<file path="config.mk">
export PLATFORM = sky130hd
export DESIGN_NAME = ps2_mouse_tracker
export DESIGN_NICKNAME = d
export VERILOG_FILES = /design/src/rtl/mouse_pkg.sv /design/src/rtl/mouse_axis_accum.sv /design/src/rtl/ps2_mouse_tracker.sv
export SDC_FILE = /design/constraint.sdc
export NUM_CORES = 1
export LEC_CHECK = 0
export BUFFER_PORTS_ARGS = -buffer_cell sky130_fd_sc_hd__buf_2
export CAP_MARGIN = 30
export CORE_ASPECT_RATIO = 0.75
export CORE_MARGIN = 2
export CORE_UTILIZATION = 55
export CTS_CLUSTER_SIZE = 12
export DETAILED_ROUTE_END_ITERATION = 8
export PLACE_DENSITY_LB_ADDON = 0.15
export RECOVER_POWER = 25
export SETUP_SLACK_MARGIN = 0.1
export SLEW_MARGIN = 30
export SYNTH_ARGS = -nofsm -noshare
export SYNTH_HDL_FRONTEND = slang
export SYNTH_SLANG_ARGS = --single-unit
</file>
<file path="constraint.sdc">
create_clock -name clk -period 3.3 [get_ports clk]
set_clock_uncertainty 0.05 [all_clocks]
set_input_delay 0.495 -clock clk [delete_from_list [all_inputs] [get_ports clk]]
set_output_delay 0.495 -clock clk [all_outputs]
set_load 0.02 [all_outputs]
</file>
<file path="src/rtl/mouse_pkg.sv">
// Shared definitions for the PS/2 mouse tracker: register map, packet
// assembly states, status-byte bit positions and small decode helpers.
package mouse_pkg;

    localparam logic [1:0] MREG_STATUS = 2'd0;
    localparam logic [1:0] MREG_X      = 2'd1;
    localparam logic [1:0] MREG_Y      = 2'd2;
    localparam logic [1:0] MREG_CNT    = 2'd3;

    typedef enum logic [1:0] {
        WAIT_B0 = 2'd0,
        WAIT_B1 = 2'd1,
        WAIT_B2 = 2'd2
    } pkt_state_e;

    localparam int BTN_L = 0;
    localparam int BTN_R = 1;
    localparam int BTN_M = 2;
    localparam int SYNC  = 3;
    localparam int XSIGN = 4;
    localparam int YSIGN = 5;
    localparam int XOVF  = 6;
    localparam int YOVF  = 7;

    localparam logic [7:0] STATUS_RESET = 8'h08;

    // A valid first byte always carries the sync bit.
    function automatic logic is_sync(input logic [7:0] b);
        return b[SYNC];
    endfunction

    // Widen a PS/2 9-bit two's-complement delta to 10 bits so its negation fits.
    function automatic logic [9:0] sext_delta(input logic sign, input logic [7:0] mag);
        return {sign, sign, mag};
    endfunction

endpackage

</file>
<file path="src/rtl/mouse_axis_accum.sv">
// One cursor axis: adds a signed delta to the held position, clamps it to
// [0, MAX], and leaves the position untouched when the packet flags overflow.
module mouse_axis_accum #(
    parameter int MAX  = 159,
    parameter int INIT = 80
) (
    input  logic              clk,
    input  logic              rst,
    input  logic              en_i,
    input  logic signed [9:0] delta_i,
    input  logic              ovf_i,
    output logic [7:0]        pos_o
);

    localparam logic [7:0] MAX_V  = 8'(MAX);
    localparam logic [7:0] INIT_V = 8'(INIT);

    logic [7:0]         pos_q;
    logic [7:0]         pos_d;
    logic signed [10:0] sum_s;

    // Next position: signed sum, then clamp to the legal window.
    always_comb begin
        sum_s = $signed({3'b000, pos_q}) + $signed({delta_i[9], delta_i});
        pos_d = pos_q;
        if (en_i && !ovf_i) begin
            if (sum_s < 11'sd0) begin
                pos_d = 8'd0;
            end else if (sum_s > $signed({3'b000, MAX_V})) begin
                pos_d = MAX_V;
            end else begin
                pos_d = sum_s[7:0];
            end
        end else begin
            pos_d = pos_q;
        end
    end

    // Position register.
    always_ff @(posedge clk or posedge rst) begin
        if (rst) begin
            pos_q <= INIT_V;
        end else begin
            pos_q <= pos_d;
        end
    end

    assign pos_o = pos_q;

endmodule

</file>
<file path="src/rtl/ps2_mouse_tracker.sv">
// Assembles 3-byte PS/2 mouse packets from the receiver byte stream, tracks a
// clamped cursor position and exposes status/x/y/count as a read-only register file.
module ps2_mouse_tracker
    import mouse_pkg::*;
#(
    parameter int X_MAX   = 159,
    parameter int Y_MAX   = 119,
    parameter int X_INIT  = 80,
    parameter int Y_INIT  = 60,
    parameter int TIMEOUT = 100000
) (
    input  logic       clk,
    input  logic       rst,
    input  logic [7:0] rx_data,
    input  logic       rx_valid,
    input  logic       rx_err,
    input  logic [1:0] addr,
    output logic [7:0] data,
    output logic       pkt_strobe
);

    localparam int             TW       = $clog2(TIMEOUT + 1);
    localparam logic [TW-1:0]  TMO_LAST = TW'(TIMEOUT - 1);

    pkt_state_e        state_q;
    logic [7:0]        b0_q;
    logic [7:0]        b1_q;
    logic [TW-1:0]     timer_q;
    logic [7:0]        status_q;
    logic [7:0]        cnt_q;
    logic              strobe_q;

    logic              commit_s;
    logic signed [9:0] dx_s;
    logic signed [9:0] dy_neg_s;
    logic [7:0]        x_s;
    logic [7:0]        y_s;

    // Third byte accepted this cycle; the error strobe vetoes it.
    always_comb begin
        commit_s = (state_q == WAIT_B2) && rx_valid && !rx_err;
        dx_s     = sext_delta(b0_q[XSIGN], b1_q);
        dy_neg_s = 10'sd0 - $signed(sext_delta(b0_q[YSIGN], rx_data));
    end

    mouse_axis_accum #(
        .MAX  (X_MAX),
        .INIT (X_INIT)
    ) u_x_axis (
        .clk     (clk),
        .rst     (rst),
        .en_i    (commit_s),
        .delta_i (dx_s),
        .ovf_i   (b0_q[XOVF]),
        .pos_o   (x_s)
    );

    // Screen y grows downward while PS/2 +dy means up, hence the negated delta.
    mouse_axis_accum #(
        .MAX  (Y_MAX),
        .INIT (Y_INIT)
    ) u_y_axis (
        .clk     (clk),
        .rst     (rst),
        .en_i    (commit_s),
        .delta_i (dy_neg_s),
        .ovf_i   (b0_q[YOVF]),
        .pos_o   (y_s)
    );

    // Packet assembly FSM with inter-byte timeout, status/count commit and strobe.
    always_ff @(posedge clk or posedge rst) begin
        if (rst) begin
            state_q  <= WAIT_B0;
            b0_q     <= 8'd0;
            b1_q     <= 8'd0;
            timer_q  <= '0;
            status_q <= STATUS_RESET;
            cnt_q    <= 8'd0;
            strobe_q <= 1'b0;
        end else begin
            strobe_q <= commit_s;
            if (rx_err) begin
                state_q <= WAIT_B0;
                timer_q <= '0;
            end else if (rx_valid) begin
                timer_q <= '0;
                case (state_q)
                    WAIT_B0: begin
                        if (is_sync(rx_data)) begin
                            b0_q    <= rx_data;
                            state_q <= WAIT_B1;
                        end else begin
                            state_q <= WAIT_B0;
                        end
                    end
                    WAIT_B1: begin
                        b1_q    <= rx_data;
                        state_q <= WAIT_B2;
                    end
                    WAIT_B2: begin
                        status_q <= b0_q;
                        cnt_q    <= cnt_q + 8'd1;
                        state_q  <= WAIT_B0;
                    end
                    default: begin
                        state_q <= WAIT_B0;
                    end
                endcase
            end else if (state_q == WAIT_B0) begin
                timer_q <= '0;
            end else if (timer_q == TMO_LAST) begin
                state_q <= WAIT_B0;
                timer_q <= '0;
            end else begin
                timer_q <= timer_q + TW'(1);
            end
        end
    end

    // Read mux; the display stage polls this without latency.
    always_comb begin
        data = 8'd0;
        case (addr)
            MREG_STATUS: data = status_q;
            MREG_X:      data = x_s;
            MREG_Y:      data = y_s;
            MREG_CNT:    data = cnt_q;
            default:     data = 8'd0;
        endcase
    end

    assign pkt_strobe = strobe_q;

endmodule
</file>
==> metrics.csv <==
metric;value;unit
outcome;finished, final reports clean;
clk_pin_slew;0.08;ns
antenna_found_initial;0;
min_period;2.52;ns
yosysSeqAreaShare;44.2;%
synth_cell_type_count;59;
area_growth;9.72;%
fmax;397;MHz
hold_path.class;in -> reg;
crit_arrival;2.74;ns
grt_setup_unrepaired;false;
first_global_vias;2735;
drc;0;
cts_tree;built;
p_sw;0.802;mW
io_buffers;22;
ios;23;
tns;0;ns
critPathBufInv;0;
rows;26;
first_pass_iters;5;
setup_viol;0;
max_stage_delay;0.46;ns
cp_data_required_time;3.52;ns
place_ws;0.704;ns
place.detailed.hpwl;6720;um
cpMostUsedCell;o21ai_1;
maxSlewViolCount;0;
slowest_stage;a221o_2;
power_switching_share;34.2;%
core-area;6830;um2
period_share;76.4;%
htreeDepth;3;
async_flop_share;100;%
slew-limit-headroom;23.4;%
synth-seq-cells;68;
min_from;rx_data[5];
ctsHoldBuffers;0;
hold_violations;0;
die_x;101;um
grt_max_degree;32;
layout-drive-gt1-share;20.4;%
root_buffer;clkbuf_8;
crit_type;reg -> reg;
setup_ws;0.779;ns
synthFlopType;dfrtp_1;
ctsResizeCount;0;
worst_pin_slew;1.15;ns
drtAntennaViolNets;0;
worstReg2RegStart;u_x_axis.pos_o[0];
synth_fp_nets;400;
clock_power_share;26.3;%
diodes;0;
seqPwrFrac;45.7;%
path_delay_family;compound AO/OA/AOI/OAI gates;
p_comb_share;28.1;%
cp_num_cells;8;
die_h;76.7;um
intPower;1.54;mW
ir_drop;0.284;mV
track_usage;24.8;%
path_cells;ha_1, fa_1, a211oi_1, o21ai_1, a221o_2, a31oi_1, o211ai_1, o21ai_1;
cts_buffers;9;
r2r_cells;8;
gp_congestion;0.909;
grt_pass1_wl;14500;um
cp-start-kind;register;
avgRoutedWirePerCell;18.0;um
whs_path_depth;2;
clk_latency;0.35;ns
start_util;56.7;%
cp_max_fo;9;
final_net_count;426;
syn_avg_cell_area;10.6;um2
postCtsSetupBuffers;0;
synth_edf_count;0;
cts_buffer_depth;2;
end_kind;register;
vias_per_cell;5.94;
cts_num_sinks;68;
drtIter0Drc;221;
power_density;552;nW/um2
synth_warnings;0;
max_cap_viol_count;0;
cp-startpoint;u_x_axis.pos_o[0];
leakagePower;1.96;nW
wl;8670;um
dieArea;7740;um2
syn_inst;366;
num_vias;2859;
overflow;0;
synthesis.area;3870;um2
## worst paths after layout
path                                          end  slack [ns]
worst max-delay path            u_x_axis.pos_o[7]        0.78
worst min-delay path                      b1_q[5]        0.34
worst max register to register  u_x_axis.pos_o[7]        0.78
worst min register to register            b0_q[3]        0.41
max in group asynchronous             timer_q[15]        1.50
min in group asynchronous                 b0_q[7]        0.39
## layout make-up
type / instances / area [um2]
fillers: 584 / 2580
well taps: 84 / 105
clock inverters: 6 / 40.0
clock buffers: 10 / 138
repair buffers: 25 / 129
flip-flops and latches: 68 / 1710
inverters: 13 / 48.8
multi-input cells: 275 / 2080
## cells in the mapped netlist, drive strengths merged, types with 2 or more instances
master	n	area, um2
a211oi	5	37.5
o21a	4	30.0
o211a	2	20.0
a32oi	3	26.3
nor4	2	12.5
xor2	18	158
nand3	8	40.0
o211ai	2	15.0
ha	18	225
and2	4	25.0
and3	4	25.0
mux2	18	203
a311oi	3	26.3
o21ai	15	78.8
a21o	7	52.6
nand2b	7	43.8
xnor2	12	105
dfstp	7	184
fa	2	40.0
or3	2	12.5
nor2	36	135
clkbuf	5	18.8
inv	13	48.8
a21oi	17	88.8
nor3	3	15.0
nor2b	6	37.5
nand2	36	135
o31ai	3	22.5
buf	5	31.3
dfrtp	61	1530
mux4	8	180
nand4	7	43.8
a22oi	2	15.0
## power groups by stage
stage | combinational [mW] | sequential (mW) | clock [mW]
after floorplan | 0.532 | 1.02 | 0
after global placement | 0.634 | 1.07 | 0
after detailed placement | 0.651 | 1.08 | 0
after CTS | 0.655 | 1.06 | 0.638
after global routing | 0.733 | 1.08 | 0.674
final | 0.658 | 1.07 | 0.616
## state kept, by name, indices dropped and copies added (netlist names)
name	cells
u_y_axis.pos_o	8
status_q	8
b0_q	8
cnt_q	8
timer_q	17
b1_q	8
u_x_axis.pos_o	8
pkt_strobe	1
state_q	2
## metal layers
metal	vias to the layer above	part of all wire (%)	GRT usage, %
met4	0	1.4	5.41
met1	1378	52	40.4
li1	1375	-	-
met2	93	40	32.5
met3	13	6.9	6.84
met5	-	0	0
## cells by family after synthesis
| logic type | Yosys count | synth area share (%) |
|---|---|---|
| compound gates | 74 | 13.8 |
| simple gates | 124 | 15.7 |
| fa+ha+maj | 20 | 6.85 |
| buf+inv | 23 | 2.55 |
| flops | 68 | 44.2 |
| mux | 27 | 10.1 |
| xor+xnor | 30 | 6.78 |
## metrics by stage
step / util [%] / hold slack [ns] / power [mW] / cells / instance area [um2]
finish: 62.2 / 0.344 / 2.35 / 481 / 4250
global route: 62.2 / 0.331 / 2.49 / 481 / 4250
floorplan: - / 0.378 / 1.56 / 366 / 3870
global placement: 59.7 / 0.396 / 1.71 / 465 / 4080
detailed placement: 59.7 / 0.398 / 1.73 / 465 / 4080
CTS: 62.3 / 0.188 / 2.36 / 481 / 4250
## cells in the final DEF, fill, tap and decap left out, types with 3 or more instances in the layout
cell / instances
nor2b_1: 6
a21o_1: 7
o21a_1: 4
nand2_1: 36
nor2_1: 36
inv_1: 13
nand4_1: 7
ha_1: 18
xor2_1: 18
mux2_2: 18
nand3_1: 8
clkinv_2: 3
a21oi_1: 16
a32oi_1: 3
buf_2: 22
mux4_2: 8
dfrtp_1: 61
nand2b_1: 7
a211oi_1: 5
and2_1: 3
o31ai_1: 3
dfstp_2: 7
and3_1: 4
nor3_1: 3
xnor2_1: 12
o21ai_1: 7
a311oi_1: 3
clkbuf_8: 10
o21ai_0: 7
No activity file was read; power rests on OpenSTA's default activity.
